### src/rtl/result_arbiter.sv
// result_arbiter
// Round-robin arbiter that shares the MEM-stage writeback path among the
// MUL, DIV and FPU result producers. The single winning result each cycle
// is captured in a one-entry output register that feeds rd_*_MEM.

module result_arbiter #(
    parameter int DATA_W = 32,
    parameter int ADDR_W = 6,
    parameter int FLAG_W = 5
) (
    input  logic              clk,
    input  logic              reset,
    input  logic              flush,

    input  logic              valid_in_mul,
    input  logic              valid_in_div,
    input  logic              valid_in_fpu,
    output logic              ready_out_mul,
    output logic              ready_out_div,
    output logic              ready_out_fpu,

    input  logic [ADDR_W-1:0] rd_addr_mul,
    input  logic [ADDR_W-1:0] rd_addr_div,
    input  logic [ADDR_W-1:0] rd_addr_fpu,
    input  logic [DATA_W-1:0] rd_data_mul,
    input  logic [DATA_W-1:0] rd_data_div,
    input  logic [DATA_W-1:0] rd_data_fpu,
    input  logic [FLAG_W-1:0] flags_fpu,

    output logic              valid_out,
    input  logic              ready_in,
    output logic [ADDR_W-1:0] rd_addr_out,
    output logic [DATA_W-1:0] rd_data_out,
    output logic [FLAG_W-1:0] flags_out,
    output logic [1:0]        src_out
);

    // Source identifiers; SRC_NONE marks "no requester granted".
    localparam logic [1:0] SRC_MUL  = 2'd0;
    localparam logic [1:0] SRC_DIV  = 2'd1;
    localparam logic [1:0] SRC_FPU  = 2'd2;
    localparam logic [1:0] SRC_NONE = 2'd3;

    // The pointer never legally holds 3; fold that value onto MUL so a
    // corrupted pointer still produces a sane scan order.
    function automatic logic [1:0] norm_prio(input logic [1:0] p);
        logic [1:0] r;
        case (p)
            2'd0:    r = 2'd0;
            2'd1:    r = 2'd1;
            2'd2:    r = 2'd2;
            default: r = 2'd0;
        endcase
        return r;
    endfunction

    // Pointer value after source k wins: (k+1) mod 3.
    function automatic logic [1:0] next_prio(input logic [1:0] k);
        logic [1:0] r;
        case (k)
            SRC_MUL: r = SRC_DIV;
            SRC_DIV: r = SRC_FPU;
            SRC_FPU: r = SRC_MUL;
            default: r = SRC_MUL;
        endcase
        return r;
    endfunction

    // Return the first requester found scanning p, p+1, p+2 (mod 3),
    // or SRC_NONE when no bit of req is set. req bit order: {fpu, div, mul}.
    function automatic logic [1:0] rr_pick(input logic [2:0] req, input logic [1:0] p);
        logic [1:0] r;
        case (p)
            2'd1: begin
                if (req[1]) begin
                    r = SRC_DIV;
                end else if (req[2]) begin
                    r = SRC_FPU;
                end else if (req[0]) begin
                    r = SRC_MUL;
                end else begin
                    r = SRC_NONE;
                end
            end
            2'd2: begin
                if (req[2]) begin
                    r = SRC_FPU;
                end else if (req[0]) begin
                    r = SRC_MUL;
                end else if (req[1]) begin
                    r = SRC_DIV;
                end else begin
                    r = SRC_NONE;
                end
            end
            default: begin
                if (req[0]) begin
                    r = SRC_MUL;
                end else if (req[1]) begin
                    r = SRC_DIV;
                end else if (req[2]) begin
                    r = SRC_FPU;
                end else begin
                    r = SRC_NONE;
                end
            end
        endcase
        return r;
    endfunction

    // One-hot decode of a source index; SRC_NONE decodes to no bits.
    function automatic logic [2:0] src_onehot(input logic [1:0] k);
        logic [2:0] r;
        case (k)
            SRC_MUL: r = 3'b001;
            SRC_DIV: r = 3'b010;
            SRC_FPU: r = 3'b100;
            default: r = 3'b000;
        endcase
        return r;
    endfunction

    // Output register and round-robin pointer
    logic              valid_r;
    logic [ADDR_W-1:0] addr_r;
    logic [DATA_W-1:0] data_r;
    logic [FLAG_W-1:0] flags_r;
    logic [1:0]        src_r;
    logic [1:0]        prio_r;

    // Combinational arbitration results
    logic [2:0]        req_s;
    logic [1:0]        prio_eff_s;
    logic [1:0]        win_s;
    logic [2:0]        grant_s;
    logic              load_s;
    logic [2:0]        ready_s;
    logic              accept_s;
    logic [ADDR_W-1:0] win_addr_s;
    logic [DATA_W-1:0] win_data_s;
    logic [FLAG_W-1:0] win_flags_s;

    // Pick the round-robin winner among the current requesters.
    always_comb begin
        req_s      = {valid_in_fpu, valid_in_div, valid_in_mul};
        prio_eff_s = norm_prio(prio_r);
        win_s      = rr_pick(req_s, prio_eff_s);
        grant_s    = src_onehot(win_s);
    end

    // Decide whether the output register can take a result and raise the
    // winner's ready; reset and flush suppress every grant.
    always_comb begin
        load_s = !flush && (!valid_r || ready_in);
        if (reset || !load_s) begin
            ready_s = 3'b000;
        end else begin
            ready_s = grant_s;
        end
        accept_s = |ready_s;
    end

    // Steer the winner's payload toward the output register; only the FPU
    // carries exception flags.
    always_comb begin
        win_addr_s  = {ADDR_W{1'b0}};
        win_data_s  = {DATA_W{1'b0}};
        win_flags_s = {FLAG_W{1'b0}};
        case (win_s)
            SRC_MUL: begin
                win_addr_s  = rd_addr_mul;
                win_data_s  = rd_data_mul;
                win_flags_s = {FLAG_W{1'b0}};
            end
            SRC_DIV: begin
                win_addr_s  = rd_addr_div;
                win_data_s  = rd_data_div;
                win_flags_s = {FLAG_W{1'b0}};
            end
            SRC_FPU: begin
                win_addr_s  = rd_addr_fpu;
                win_data_s  = rd_data_fpu;
                win_flags_s = flags_fpu;
            end
            default: begin
                win_addr_s  = {ADDR_W{1'b0}};
                win_data_s  = {DATA_W{1'b0}};
                win_flags_s = {FLAG_W{1'b0}};
            end
        endcase
    end

    // Output register and pointer update: reset, then flush, then capture
    // a new result, then drain to empty, otherwise hold.
    always_ff @(posedge clk) begin
        if (reset) begin
            valid_r <= 1'b0;
            addr_r  <= {ADDR_W{1'b0}};
            data_r  <= {DATA_W{1'b0}};
            flags_r <= {FLAG_W{1'b0}};
            src_r   <= 2'd0;
            prio_r  <= 2'd0;
        end else if (flush) begin
            valid_r <= 1'b0;
            addr_r  <= {ADDR_W{1'b0}};
            data_r  <= {DATA_W{1'b0}};
            flags_r <= {FLAG_W{1'b0}};
            src_r   <= 2'd0;
            prio_r  <= prio_r;
        end else if (accept_s) begin
            valid_r <= 1'b1;
            addr_r  <= win_addr_s;
            data_r  <= win_data_s;
            flags_r <= win_flags_s;
            src_r   <= win_s;
            prio_r  <= next_prio(win_s);
        end else if (valid_r && ready_in) begin
            valid_r <= 1'b0;
            addr_r  <= {ADDR_W{1'b0}};
            data_r  <= {DATA_W{1'b0}};
            flags_r <= {FLAG_W{1'b0}};
            src_r   <= 2'd0;
            prio_r  <= prio_r;
        end else begin
            valid_r <= valid_r;
            addr_r  <= addr_r;
            data_r  <= data_r;
            flags_r <= flags_r;
            src_r   <= src_r;
            prio_r  <= prio_r;
        end
    end

    assign ready_out_mul = ready_s[0];
    assign ready_out_div = ready_s[1];
    assign ready_out_fpu = ready_s[2];

    assign valid_out   = valid_r;
    assign rd_addr_out = addr_r;
    assign rd_data_out = data_r;
    assign flags_out   = flags_r;
    assign src_out     = src_r;

endmodule

### config.mk
export PLATFORM = sky130hd
export DESIGN_NAME = result_arbiter
export DESIGN_NICKNAME = d
export VERILOG_FILES = /design/src/rtl/result_arbiter.sv
export SDC_FILE = /design/constraint.sdc
export NUM_CORES = 1
export LEC_CHECK = 0
export ABC_AREA = 1
export BUFFER_PORTS_ARGS = -buffer_cell sky130_fd_sc_hd__buf_4
export CORE_ASPECT_RATIO = 0.75
export CORE_MARGIN = 2
export CORE_UTILIZATION = 30
export CTS_CLUSTER_SIZE = 10
export DETAILED_ROUTE_END_ITERATION = 6
export SYNTH_ARGS = -nofsm -noshare
export SYNTH_HDL_FRONTEND = slang
export SYNTH_SLANG_ARGS = --single-unit
export TNS_END_PERCENT = 30
### constraint.sdc
create_clock -name clk -period 4.6 [get_ports clk]
set_clock_uncertainty 0.2 [all_clocks]
set_input_delay 1.38 -clock clk [delete_from_list [all_inputs] [get_ports clk]]
set_output_delay 1.38 -clock clk [all_outputs]
set_load 0.02 [all_outputs]
==> qor.csv <==
stage,metric,value,unit
die,Die H,83.83,um
grt,largest net degree at the start of global routing,39,
clocking,"Setup Fix Bufs, Post-CTS",0,
drt,vias per cell,4.535,
worst_hold_path,hold path cells,2,
sta,crit share post-route,91.35,%
drt,routed wl met3,597,um
clocking,CTS sink cnt,48,
sta,RSZ-0062 raised after global routing,no,
die,Core Area,8346,um2
worst_setup_path,RR Startpoint,prio_r[0],
sta,worst slew pin tran,0.6145,ns
worst_setup_path,crit path DAT,2.62,ns
die,Rows,29,
worst_setup_path,worst setup path class,in -> out,
synth,Netlist cell types,24,
clocking,# H-tree levels,2,
die,I/O pin count,175,
drt,1st-iter DRT viols,148,
clocking,Clk Tree Root Cell,clkbuf_16,
worst_hold_path,Hold Path End,rd_data_out[0],
grt,number of global-route vias before repair,2948,
layout,Final nets,705,
sta,Final Critical Period,4.202,ns
worst_setup_path,worst reg2reg setup slack,1.93,ns
clocking,CTS Buf Count,5,
synth,Synth Instances,408,
layout,# diodes,0,
sta,Final Max Slew Viols,0,
placed_design,I/O Buffers,174,
clocking,Resize count post-CTS,0,
sta,FMAX,238.0,MHz
layout,Layout area overhead,60.19,%
grt,initial antenna violation count,0,
synth,Syn Nets,536,
drt,drt wl/cell,11.84,um
power,maximum VDD drop,0.1621,mV
status,status,finished clean,
placed_design,DP Wirelength,6271,um
worst_setup_path,"Req. time, crit path",3.02,ns
clocking,TritonCTS clock tree,done,
layout,most frequent cells in the layout,"nand2_1 (227), buf_4 (180), nand3_1 (59)",
synth,syn_area_per_cell,6.247,um2
power,Design Power,1.182,mW
grt,GRT Total Usage,17.30,%
clocking,clock tree buffer depth,2,
placed_design,RD Place Congestion,0.9161,
sta,normalized max-slew margin,58.98,%
drt,wire length on met2,3642,um
layout,end-of-flow core utilization,48.92,%
flow_run,Max Cap Viol,0,
drt,Metal-1 WL,3869,um
drt,vias,3111,
worst_setup_path,CP startpoint,flush,
die,die area,9257,um2
worst_setup_path,reg2reg path depth,12,
layout,fill count,870,
layout,share of cells above drive strength 1,35.47,%
synth,register bit total from synthesis,48,
grt,first-pass GRT wire length,13500,um
worst_setup_path,CP Launch Type,input pin,
clocking,hold buffers post-CTS,0,
worst_setup_path,max incr delay on CP,0.24,ns
worst_setup_path,worst path cell trace,buf_4 > nor2_2 > inv_2 > nor2_2 > inv_1 > nor3_2 > buf_4,
drt,# DRC,0,
synth,yosys warns,0,
drt,WL final,8125,um
drt,top routing layer used,met4,
clocking,clock slew at reported path FFs,0.06,ns
die,Initial Utilization,30.54,%
layout,"commonest non-fill, non-tap cell in the layout",nand2_1,
worst_hold_path,min-delay src,rd_data_out[0],
worst_hold_path,worst hold path type,reg -> reg,
clocking,clk_lat worst skew,0.28,ns
worst_setup_path,r2r endpoint,rd_data_out[22],
grt,grt total ovfl,0,
power,leakage,2.188,nW
worst_setup_path,CP max FO,9,
worst_setup_path,Worst path slowest cell,nor3_2,
worst_setup_path,CP Capture Type,output pin,
synth,synthesized cell area,2549,um2
sta,final hold vios,0,
drt,"antenna viol nets, final",0,
synth,"Seq/Total Area, Yosys",37.70,%
drt,TritonRoute pass-1 iters,6,
sta,final count of negative-setup-slack endpoints,0,
placed_design,cell count after placement,678,
die,Die W,110.4,um
sta,sum of negative setup slack,0,ns
layout,"non-filler cells, final",686,
power,PD cells,289.6,nW/um2
-- report_power, final --
group / switching (mW) / internal, mW / total, mW
Clock: 0.153 / 0.255 / 0.408
Sequential: 0.0131 / 0.441 / 0.454
Combinational: 0.170 / 0.150 / 0.320
-- per-layer routing --
layer	up-vias	GRT usage, %
li1	1617	-
met1	1386	22.70
met2	106	29.17
met3	2	4.866
met4	0	2.386
met5	-	0
-- cells in the mapped netlist --
| cell type | instances | area [um2] |
|---|---|---|
| buf_4 | 3 | 22.52 |
| nor2_4 | 1 | 11.26 |
| buf_2 | 9 | 45.04 |
| nand3_1 | 59 | 295.3 |
| clkbuf_1 | 1 | 3.750 |
| nor2_1 | 7 | 26.28 |
| inv_1 | 11 | 41.29 |
| nand2_4 | 1 | 11.26 |
| nand2_1 | 227 | 852.1 |
| buf_1 | 1 | 3.750 |
| ha_1 | 2 | 25.02 |
| inv_4 | 1 | 6.260 |
| nor2_2 | 3 | 18.77 |
| o21ai_0 | 2 | 10.01 |
| nand3_2 | 1 | 10.01 |
| inv_2 | 5 | 18.77 |
| nand4_1 | 6 | 37.54 |
| buf_6 | 4 | 45.04 |
| nand2_2 | 3 | 18.77 |
| dfxtp_1 | 48 | 960.9 |
| nor2_8 | 1 | 20.02 |
| a21oi_1 | 10 | 50.05 |
| o21ai_1 | 1 | 5.000 |
| nor3_2 | 1 | 10.01 |
-- sequential cells by signal, indices dropped and copies added (netlist names) --
register	flops
flags_out	5
prio_r	2
rd_addr_out	6
rd_data_out	32
src_out	2
valid_out	1
-- cell type report --
class                   count  area, um2  share of cell area, %
clock buffers               5      125.1                  3.065
clock inverters             3      42.54                  1.042
inverters                  17      66.31                  1.624
multi-input cells         325       1401                  34.32
flip-flops and latches     48      960.9                  23.54
well taps                 108      135.1                  3.310
repair buffers            180       1351                  33.10
-- cells by family (layout without fill, tap and decap cells) --
family / after synthesis / in the layout / share of synthesized area (%)
buffers and inverters: 35 / 205 / 7.314
DFF: 48 / 48 / 37.70
AOI/OAI and AO/OA: 13 / 13 / 2.553
adders and majority gates: 2 / 2 / 0.9817
and+or+nand+nor: 310 / 310 / 51.45
-- per-stage QoR --
stage	instance area (um2)	setup WS [ns]	hold WS, ns
floorplan	2549	0.5745	0.2509
global placement	3915	0.4776	0.2294
detailed placement	3915	0.4136	0.2333
CTS	4083	0.4081	0.2484
global route	4083	0.2947	0.2649
finish	4083	0.3977	0.2449
-- worst max-delay path by stage --
stage	to	slack, ns	cells past startpoint
after floorplan	ready_out_div	0.57	9
after global placement	ready_out_fpu	0.48	7
after detailed placement	ready_out_fpu	0.41	7
after CTS	ready_out_fpu	0.41	7
after global routing	ready_out_fpu	0.29	7
final	ready_out_fpu	0.40	7
-- worst max-delay path: cells and delay by family --
family        cells  cell delay, ns
simple gates      3            0.69
buf+inv           4            0.55
No activity file was read; power rests on OpenSTA's default activity.
